===== src/rtl/hazard_ctrl_if.sv =====
// hazard_ctrl_if: pipeline <-> hazard controller signal bundle.
// Carries ID/EX/MEM hazard sources toward the controller and the PC/pipeline
// enable, flush, HI/LO busy, trap and perf-counter controls back out.
// Modports: master = pipeline datapath side, slave = hazard_ctrl side.
interface hazard_ctrl_if;
  // ID stage sources
  logic [4:0]  ID_Rs;
  logic [4:0]  ID_Rt;
  logic        ID_UseRs;
  logic        ID_UseRt;
  logic        ID_HiLoOp;
  // EX stage sources
  logic        EX_MemtoReg;
  logic        EX_RegWr;
  logic [4:0]  EX_Rw;
  logic        EX_MdStart;
  logic        EX_MdIsDiv;
  logic        EX_BrTaken;
  // MEM stage sources
  logic        MEM_Of;
  // controls back to the pipeline
  logic        PC_En;
  logic        IFID_En;
  logic        IFID_Flush;
  logic        IDEX_Flush;
  logic        EXMEM_Flush;
  logic        MEMWB_Flush;
  logic        HiLo_Busy;
  logic        Md_Cancel;
  logic        Exc_Redirect;
  logic [31:0] Stall_Cycles;
  logic [31:0] Flush_Events;

  modport master (
    output ID_Rs, ID_Rt, ID_UseRs, ID_UseRt, ID_HiLoOp,
    output EX_MemtoReg, EX_RegWr, EX_Rw, EX_MdStart, EX_MdIsDiv, EX_BrTaken,
    output MEM_Of,
    input  PC_En, IFID_En, IFID_Flush, IDEX_Flush, EXMEM_Flush, MEMWB_Flush,
    input  HiLo_Busy, Md_Cancel, Exc_Redirect, Stall_Cycles, Flush_Events
  );

  modport slave (
    input  ID_Rs, ID_Rt, ID_UseRs, ID_UseRt, ID_HiLoOp,
    input  EX_MemtoReg, EX_RegWr, EX_Rw, EX_MdStart, EX_MdIsDiv, EX_BrTaken,
    input  MEM_Of,
    output PC_En, IFID_En, IFID_Flush, IDEX_Flush, EXMEM_Flush, MEMWB_Flush,
    output HiLo_Busy, Md_Cancel, Exc_Redirect, Stall_Cycles, Flush_Events
  );
endinterface


===== src/rtl/hazard_ctrl.sv =====
// hazard_ctrl: single source of stall/flush decisions for the 5-stage CPU
// (load-use, HI/LO busy window, taken branch, overflow trap).
// Latency: stall/flush are combinational (act at the next edge); state,
// busy counter and Exc_Redirect are registered.
// Backpressure: stalls hold PC and IF/ID and inject a bubble into ID/EX.
// Ports: Clk, Rst_n (async active-low), hz (hazard_ctrl_if.slave).
// Optional macro HAZARD_PERF_CNT_EN builds Stall_Cycles/Flush_Events
// counters; when undefined both ports are tied to 0.
module hazard_ctrl #(
  parameter int MUL_CYCLES = 4,
  parameter int DIV_CYCLES = 32,
  parameter int CNT_W      = 6
) (
  input  logic         Clk,
  input  logic         Rst_n,
  hazard_ctrl_if.slave hz
);

  typedef enum logic [1:0] {RUN, MDBUSY, TRAP} state_t;

  state_t           state_q, state_d;
  logic [CNT_W-1:0] cnt_q, cnt_d;
  logic             exc_q, exc_d;

  logic lu, hl;
  logic pc_en, ifid_en, ifid_flush, idex_flush, exmem_flush, memwb_flush;
  logic md_cancel;

  always_comb begin
    lu = hz.EX_MemtoReg & hz.EX_RegWr & (hz.EX_Rw != 5'd0) &
         ((hz.ID_UseRs & (hz.ID_Rs == hz.EX_Rw)) |
          (hz.ID_UseRt & (hz.ID_Rt == hz.EX_Rw)));
    hl = (state_q == MDBUSY) & hz.ID_HiLoOp;
  end

  always_comb begin
    pc_en       = 1'b1;
    ifid_en     = 1'b1;
    ifid_flush  = 1'b0;
    idex_flush  = 1'b0;
    exmem_flush = 1'b0;
    memwb_flush = 1'b0;
    md_cancel   = 1'b0;
    state_d     = state_q;
    cnt_d       = cnt_q;
    exc_d       = 1'b0;

    if (hz.MEM_Of) begin
      // Trap beats everything: squash all stages so the faulting write-back
      // never lands, and kill any MULT/DIV in flight (including one starting
      // in EX this very cycle, which is flushed by EXMEM_Flush).
      ifid_flush  = 1'b1;
      idex_flush  = 1'b1;
      exmem_flush = 1'b1;
      memwb_flush = 1'b1;
      md_cancel   = (state_q == MDBUSY);
      state_d     = TRAP;
      cnt_d       = '0;
      exc_d       = 1'b1;
    end else if (state_q == TRAP) begin
      // Redirect cycle: the pipeline behind the trap is already bubbles.
      state_d = RUN;
    end else begin
      if (hz.EX_BrTaken) begin
        // Stalled instruction is on the wrong path anyway; squash it.
        ifid_flush = 1'b1;
        idex_flush = 1'b1;
      end else if (lu | hl) begin
        pc_en      = 1'b0;
        ifid_en    = 1'b0;
        idex_flush = 1'b1;
      end

      if (state_q == MDBUSY) begin
        if (cnt_q == '0) state_d = RUN;
        else             cnt_d   = cnt_q - CNT_W'(1);
      end else if (hz.EX_MdStart) begin
        // Counter runs N-1..0 so HiLo_Busy is high for exactly N cycles.
        cnt_d   = hz.EX_MdIsDiv ? CNT_W'(DIV_CYCLES - 1) : CNT_W'(MUL_CYCLES - 1);
        state_d = MDBUSY;
      end
    end
  end

  always_ff @(posedge Clk or negedge Rst_n) begin
    if (!Rst_n) begin
      state_q <= RUN;
      cnt_q   <= '0;
      exc_q   <= 1'b0;
    end else begin
      state_q <= state_d;
      cnt_q   <= cnt_d;
      exc_q   <= exc_d;
    end
  end

  assign hz.PC_En        = pc_en;
  assign hz.IFID_En      = ifid_en;
  assign hz.IFID_Flush   = ifid_flush;
  assign hz.IDEX_Flush   = idex_flush;
  assign hz.EXMEM_Flush  = exmem_flush;
  assign hz.MEMWB_Flush  = memwb_flush;
  assign hz.HiLo_Busy    = (state_q == MDBUSY);
  assign hz.Md_Cancel    = md_cancel;
  assign hz.Exc_Redirect = exc_q;

`ifdef HAZARD_PERF_CNT_EN
  logic [31:0] stall_cnt_q, stall_cnt_d;
  logic [31:0] flush_cnt_q, flush_cnt_d;

  always_comb begin
    stall_cnt_d = stall_cnt_q + {31'd0, ~pc_en};
    flush_cnt_d = flush_cnt_q +
                  {31'd0, ifid_flush | idex_flush | exmem_flush | memwb_flush};
  end

  always_ff @(posedge Clk or negedge Rst_n) begin
    if (!Rst_n) begin
      stall_cnt_q <= '0;
      flush_cnt_q <= '0;
    end else begin
      stall_cnt_q <= stall_cnt_d;
      flush_cnt_q <= flush_cnt_d;
    end
  end

  assign hz.Stall_Cycles = stall_cnt_q;
  assign hz.Flush_Events = flush_cnt_q;
`else
  assign hz.Stall_Cycles = 32'd0;
  assign hz.Flush_Events = 32'd0;
`endif

endmodule


===== src/flat_wrapper.sv =====
// flat-port wrapper written by rule: the top's interface ports become plain ports
module hazard_ctrl_flat 
#(
  parameter int MUL_CYCLES = 4,
  parameter int DIV_CYCLES = 32,
  parameter int CNT_W      = 6
)
  (Clk, Rst_n, hz_ID_Rs, hz_ID_Rt, hz_ID_UseRs, hz_ID_UseRt, hz_ID_HiLoOp, hz_EX_MemtoReg, hz_EX_RegWr, hz_EX_Rw, hz_EX_MdStart, hz_EX_MdIsDiv, hz_EX_BrTaken, hz_MEM_Of, hz_PC_En, hz_IFID_En, hz_IFID_Flush, hz_IDEX_Flush, hz_EXMEM_Flush, hz_MEMWB_Flush, hz_HiLo_Busy, hz_Md_Cancel, hz_Exc_Redirect, hz_Stall_Cycles, hz_Flush_Events);
  hazard_ctrl_if hz_i ();
  input  logic Clk;
  input  logic Rst_n;
  input wire logic [$bits(hz_i.ID_Rs)-1:0] hz_ID_Rs;
  input wire logic [$bits(hz_i.ID_Rt)-1:0] hz_ID_Rt;
  input wire logic [$bits(hz_i.ID_UseRs)-1:0] hz_ID_UseRs;
  input wire logic [$bits(hz_i.ID_UseRt)-1:0] hz_ID_UseRt;
  input wire logic [$bits(hz_i.ID_HiLoOp)-1:0] hz_ID_HiLoOp;
  input wire logic [$bits(hz_i.EX_MemtoReg)-1:0] hz_EX_MemtoReg;
  input wire logic [$bits(hz_i.EX_RegWr)-1:0] hz_EX_RegWr;
  input wire logic [$bits(hz_i.EX_Rw)-1:0] hz_EX_Rw;
  input wire logic [$bits(hz_i.EX_MdStart)-1:0] hz_EX_MdStart;
  input wire logic [$bits(hz_i.EX_MdIsDiv)-1:0] hz_EX_MdIsDiv;
  input wire logic [$bits(hz_i.EX_BrTaken)-1:0] hz_EX_BrTaken;
  input wire logic [$bits(hz_i.MEM_Of)-1:0] hz_MEM_Of;
  output wire logic [$bits(hz_i.PC_En)-1:0] hz_PC_En;
  output wire logic [$bits(hz_i.IFID_En)-1:0] hz_IFID_En;
  output wire logic [$bits(hz_i.IFID_Flush)-1:0] hz_IFID_Flush;
  output wire logic [$bits(hz_i.IDEX_Flush)-1:0] hz_IDEX_Flush;
  output wire logic [$bits(hz_i.EXMEM_Flush)-1:0] hz_EXMEM_Flush;
  output wire logic [$bits(hz_i.MEMWB_Flush)-1:0] hz_MEMWB_Flush;
  output wire logic [$bits(hz_i.HiLo_Busy)-1:0] hz_HiLo_Busy;
  output wire logic [$bits(hz_i.Md_Cancel)-1:0] hz_Md_Cancel;
  output wire logic [$bits(hz_i.Exc_Redirect)-1:0] hz_Exc_Redirect;
  output wire logic [$bits(hz_i.Stall_Cycles)-1:0] hz_Stall_Cycles;
  output wire logic [$bits(hz_i.Flush_Events)-1:0] hz_Flush_Events;
  assign hz_i.ID_Rs = hz_ID_Rs;
  assign hz_i.ID_Rt = hz_ID_Rt;
  assign hz_i.ID_UseRs = hz_ID_UseRs;
  assign hz_i.ID_UseRt = hz_ID_UseRt;
  assign hz_i.ID_HiLoOp = hz_ID_HiLoOp;
  assign hz_i.EX_MemtoReg = hz_EX_MemtoReg;
  assign hz_i.EX_RegWr = hz_EX_RegWr;
  assign hz_i.EX_Rw = hz_EX_Rw;
  assign hz_i.EX_MdStart = hz_EX_MdStart;
  assign hz_i.EX_MdIsDiv = hz_EX_MdIsDiv;
  assign hz_i.EX_BrTaken = hz_EX_BrTaken;
  assign hz_i.MEM_Of = hz_MEM_Of;
  assign hz_PC_En = hz_i.PC_En;
  assign hz_IFID_En = hz_i.IFID_En;
  assign hz_IFID_Flush = hz_i.IFID_Flush;
  assign hz_IDEX_Flush = hz_i.IDEX_Flush;
  assign hz_EXMEM_Flush = hz_i.EXMEM_Flush;
  assign hz_MEMWB_Flush = hz_i.MEMWB_Flush;
  assign hz_HiLo_Busy = hz_i.HiLo_Busy;
  assign hz_Md_Cancel = hz_i.Md_Cancel;
  assign hz_Exc_Redirect = hz_i.Exc_Redirect;
  assign hz_Stall_Cycles = hz_i.Stall_Cycles;
  assign hz_Flush_Events = hz_i.Flush_Events;
  hazard_ctrl #(.MUL_CYCLES(MUL_CYCLES), .DIV_CYCLES(DIV_CYCLES), .CNT_W(CNT_W)) u_core (.Clk(Clk), .Rst_n(Rst_n), .hz(hz_i));
endmodule

===== config.mk =====
export PLATFORM = sky130hd
export DESIGN_NAME = hazard_ctrl_flat
export DESIGN_NICKNAME = d
export VERILOG_FILES = /design/src/rtl/hazard_ctrl_if.sv /design/src/rtl/hazard_ctrl.sv /design/src/flat_wrapper.sv
export SDC_FILE = /design/constraint.sdc
export NUM_CORES = 1
export LEC_CHECK = 0
export CAP_MARGIN = 15
export CORE_UTILIZATION = 37
export CTS_BUF_LIST = sky130_fd_sc_hd__clkbuf_2 sky130_fd_sc_hd__clkbuf_4 sky130_fd_sc_hd__clkbuf_8
export DETAILED_ROUTE_END_ITERATION = 10
export MAX_ROUTING_LAYER = met4
export PLACE_DENSITY = 0.9
export SLEW_MARGIN = 20
export SYNTH_ARGS = -nofsm -noshare
export SYNTH_HDL_FRONTEND = slang
export SYNTH_SLANG_ARGS = --single-unit
export TNS_END_PERCENT = 10

===== constraint.sdc =====
create_clock -name Clk -period 2.91 [get_ports Clk]
set_input_delay 0.7275 -clock Clk [delete_from_list [all_inputs] [get_ports Clk]]
set_output_delay 0.7275 -clock Clk [all_outputs]
set_load 0.05 [all_outputs]

==> results list <==
- Outcome: completed
* Number of flops mapped to enable cells by yosys: 0
- The detailed router finished its first iteration with 29 violations.
- Slowest cell on the critical path: sky130_fd_sc_hd__clkdlybuf4s50_1
- Based on the critical path, the design can be clocked at up to 0.3495 GHz.
- Synth Instances: 149
- Largest net degree at the start of global routing: 12
- Summed over its instances, the top area cell type makes up 41.34% of the synthesized netlist area.
* Residual antenna-violating net count after detailed routing: 0
- Cts bufs inserted: 3
- Reg2Reg Capture Point: u_core.cnt_q[5]
- In this design, the stage delay of the slowest critical-path cell is 0.47 ns.
* Ys async rst share: 100.0%
- Worst-case setup margin in the final layout: 0.04865 ns
- GRT Residual Overflow: 0
- Final standard cell utilization of the core: 48.67%
* Data required time of the critical path: 2.18 ns
- The hold violation total from the final report was 0.
- Summing all placed instances gives a cell area of 1481 um2.
* Worst setup path class: in -> out
- Fillers: 288
- The clock reaches the later pin of the worst-skew pair after 0.26 ns.
- The number of global-route vias before repair was 774.
- Met3 Wirelength: 133 um
* Synthesis-stage register bit count: 9
- STA puts the critical path data arrival time at 2.13 ns.
- Global routing consumed, over all layers together, 12.49% of the routing resources.
* Starting utilization of the core area: 39.80%
- For hold timing, the worst endpoint is u_core.cnt_q[2].
- Number of buffers on the longest clock path: 2
- Finished Layout Cells: 232
- IR analysis of the VDD net gives a maximum drop of 0.1657 mV.
- The worst hold path was traced through 2 stages.
- Floorplan die height: 59.77 um
- Final Cycle Share: 98.33%
- Syn Area/Cell: 8.288 um2
- Placed wire-length estimate: 1887 um
- In this run the worst path has a maximum fanout of 2.
- Relative to the synthesized area, the layout overhead comes to 22.29%.
- Of the cells placed in the final design, the portion with a size suffix greater than 1 is 14.36%.
- Number of distinct library cells after synthesis: 37
- Once placement completed, the tool counted placed cells totaling 228.
- Slew margin rel.: 64.29%
* Register area: 225.2 um2
- Actual transition at the worst max-transition pin: 0.5284 ns
- Most area-consuming cells after synthesis: sky130_fd_sc_hd__buf_4 (41%), sky130_fd_sc_hd__dfrtp_1 (18%), sky130_fd_sc_hd__xor2_1 (5.7%)
- Setup repair after global routing left no endpoint under its margin.
* Path depth of the worst reg2reg path: 7
* Total I/O pin count: 99
- Across all register-to-register paths, the minimum setup slack is 0.73 ns.
- The share of the Yosys chip area taken by registers is 18.24%.
- For this block, wires on met1 add up to 988 um.
* Site row count: 20
- The critical path goes through clkdlybuf4s50_1, xnor2_1, and2_0, a32oi_2, o31a_1, buf_12.
* Number of antenna violations at the first check in global routing: 0
- After detailed routing, the total wire length is 2326 um.
- Final setup violating endpoints: 0
* 1st-pass router iterations: 4
* Max-capacitance violation count: 0
* Leakage component of the power: 0.7839 nW
- STA classifies the critical path startpoint as a primary input.
* Global-route wire length before repair: 3305 um
- The die is 59.77 um wide.
* P per Cell Area: 445.1 nW/um2
- Total number of clock tree sinks: 9
* Total via count after detailed routing: 935
- TritonCTS built the clock tree.
- Hold WC Path Type: reg -> reg
* Root buffer cell: sky130_fd_sc_hd__clkbuf_4
* Synthesized area: 1235 um2
* Dominant register cell in the synthesized netlist: sky130_fd_sc_hd__dfrtp_1
- After detailed routing, the met2 layer carries 1197 um of wire.
* Final instance area: 1510 um2
- The floorplan step defined a die boundary enclosing 3572 um2.
* CTS H-tree depth: 1
- The count of buffers added on input and output ports is 34.
- The multi-input combinational cells in the finished layout cover a total of 728.2 um2.
* Number of nets in the layout: 219
- STA classifies the critical path endpoint as an output port.
- After detailed routing, the number of vias per cell comes to 4.030.
- The repair_antennas step left the layout with diodes totalling 0.
- The highest layer touched by signal routing is met4.
* Top delay family on crit path: buffers and inverters
- Worst reg2reg startpoint: u_core.state_q[1]
* Setup Buffers After CTS: 0
- After detailed routing, the number of remaining DRC violations is 0.
* Time the final worst path needs with I/O delays and setup: 2.861 ns
* Worst slack at placement: -0.2722 ns
- Across the routed clock network, the largest skew measured is 0.001846 ns.
- Final estimated routing congestion in global placement: 0.7575
* Number of buffers and inverters on the critical path: 2
* Launch instance of the worst min-delay path: u_core.cnt_q[2]
* Library cell occupying the most area in the post-synthesis netlist: sky130_fd_sc_hd__buf_4
- Worst-path clk slew: 0.06 ns
- Placeable core region: 3103 um2
- The max-slew violation count came to 0.
- Warnings from Yosys: 0
* Wire per inst: 10.03 um
worst register-to-register path: stages, from the launching register on:
cell and delay [ns]:
sky130_fd_sc_hd__dfrtp_1 0.38, sky130_fd_sc_hd__inv_1 0.06, sky130_fd_sc_hd__ha_1 0.20, sky130_fd_sc_hd__buf_4 0.18, sky130_fd_sc_hd__nor4bb_1 0.16, sky130_fd_sc_hd__a221o_1 0.32
sky130_fd_sc_hd__or4b_1 0.53, sky130_fd_sc_hd__a221oi_2 0.25
layout make-up:
class | instances | share of cell area, %
Inverter | 6 | 1.491
Timing Repair Buffer | 42 | 29.74
Multi-Input combinational cell | 127 | 48.22
Sequential cell | 9 | 14.91
Tap cell | 44 | 3.645
Clock buffer | 4 | 1.988
synth_stat cells, types with 2 or more instances:
master,n
sky130_fd_sc_hd__dfrtp_1,9
sky130_fd_sc_hd__a211oi_1,2
sky130_fd_sc_hd__a21o_1,4
sky130_fd_sc_hd__ha_1,4
sky130_fd_sc_hd__xnor2_1,2
sky130_fd_sc_hd__nand2_1,5
sky130_fd_sc_hd__nor4_1,2
sky130_fd_sc_hd__a21oi_1,4
sky130_fd_sc_hd__buf_2,2
sky130_fd_sc_hd__nor2b_1,3
sky130_fd_sc_hd__nor3_1,2
sky130_fd_sc_hd__xor2_1,8
sky130_fd_sc_hd__o211ai_1,2
sky130_fd_sc_hd__inv_1,6
sky130_fd_sc_hd__o31ai_1,2
sky130_fd_sc_hd__nor2_1,4
sky130_fd_sc_hd__buf_4,68
registers in the layout, summed over array words and instances, names as in the netlist:
signal,flops
u_core.cnt_q,6
u_core.hz.Exc_Redirect,1
u_core.state_q,2
power breakdown:
group	leakage (nW)	switching [W]	total [W]	internal, W
Combinational	0.652	0.000295	0.000401	0.000106
Sequential	0.114	0.0000187	0.000162	0.000143
Clock	0.0184	0.0000467	0.000109	0.0000623
metrics by stage:
stage / hold slack (ns) / total power [W] / setup TNS (ns)
after floorplan: 0.4319 / 0.0005339 / -0.08148
after global placement: 0.4950 / 0.0005589 / -0.5599
after detailed placement: 0.5087 / 0.0005648 / -0.7385
after CTS: 0.5310 / 0.0006703 / 0
after global routing: 0.5796 / 0.0007124 / 0
final: 0.5300 / 0.0006722 / 0
worst max-delay path by stage:
stage / startpoint / to / slack (ns) / cells past startpoint
2_1_floorplan: hz_EX_Rw[0] / hz_PC_En / -0.08 / 4
3_3_place_gp: hz_EX_Rw[0] / hz_IFID_En / -0.21 / 5
3_5_place_dp: hz_EX_Rw[3] / hz_PC_En / -0.27 / 6
4_1_cts: hz_EX_Rw[4] / hz_PC_En / 0.003 / 5
5_1_grt: hz_ID_Rt[0] / hz_PC_En / 0.00008 / 6
6_report: hz_ID_Rt[0] / hz_PC_En / 0.05 / 6
routing by layer:
metal  track usage [%]  up-vias
li1                  -      446
met4             2.990        0
met3             3.463        2
met2             20.00       46
met1             15.51      441
met5                 -        -
layout by cell type (no fill, tap or decap), drive strengths merged, types with 3 or more instances in the layout:
cell,Yosys,routed
a21o,4,4
a21oi,4,4
buf,70,16
clkbuf,0,6
clkdlybuf4s50,0,14
conb,1,64
dfrtp,9,9
dlygate4sd2,0,7
ha,4,4
inv,6,6
nand2,5,5
nor2,4,4
nor2b,3,3
xor2,8,8
timing repair:
action | in CTS | in global routing
hold buffers | 0 | 0
setup endpoints to repair | 3 | 3
pin swaps | 6 | 9
cloned | 0 | 0
resized for setup | 16 | 9
cells by family after synthesis:
logic type,Yosys count,synth area share (%)
compound gates,24,14.79
mux,1,0.8106
simple gates,24,10.74
xor+xnor,10,7.093
fa+ha+maj,4,4.053
other cells,1,0.3037
buf+inv,76,43.97
flops,9,18.24
No activity file was read; power rests on OpenSTA's default activity.
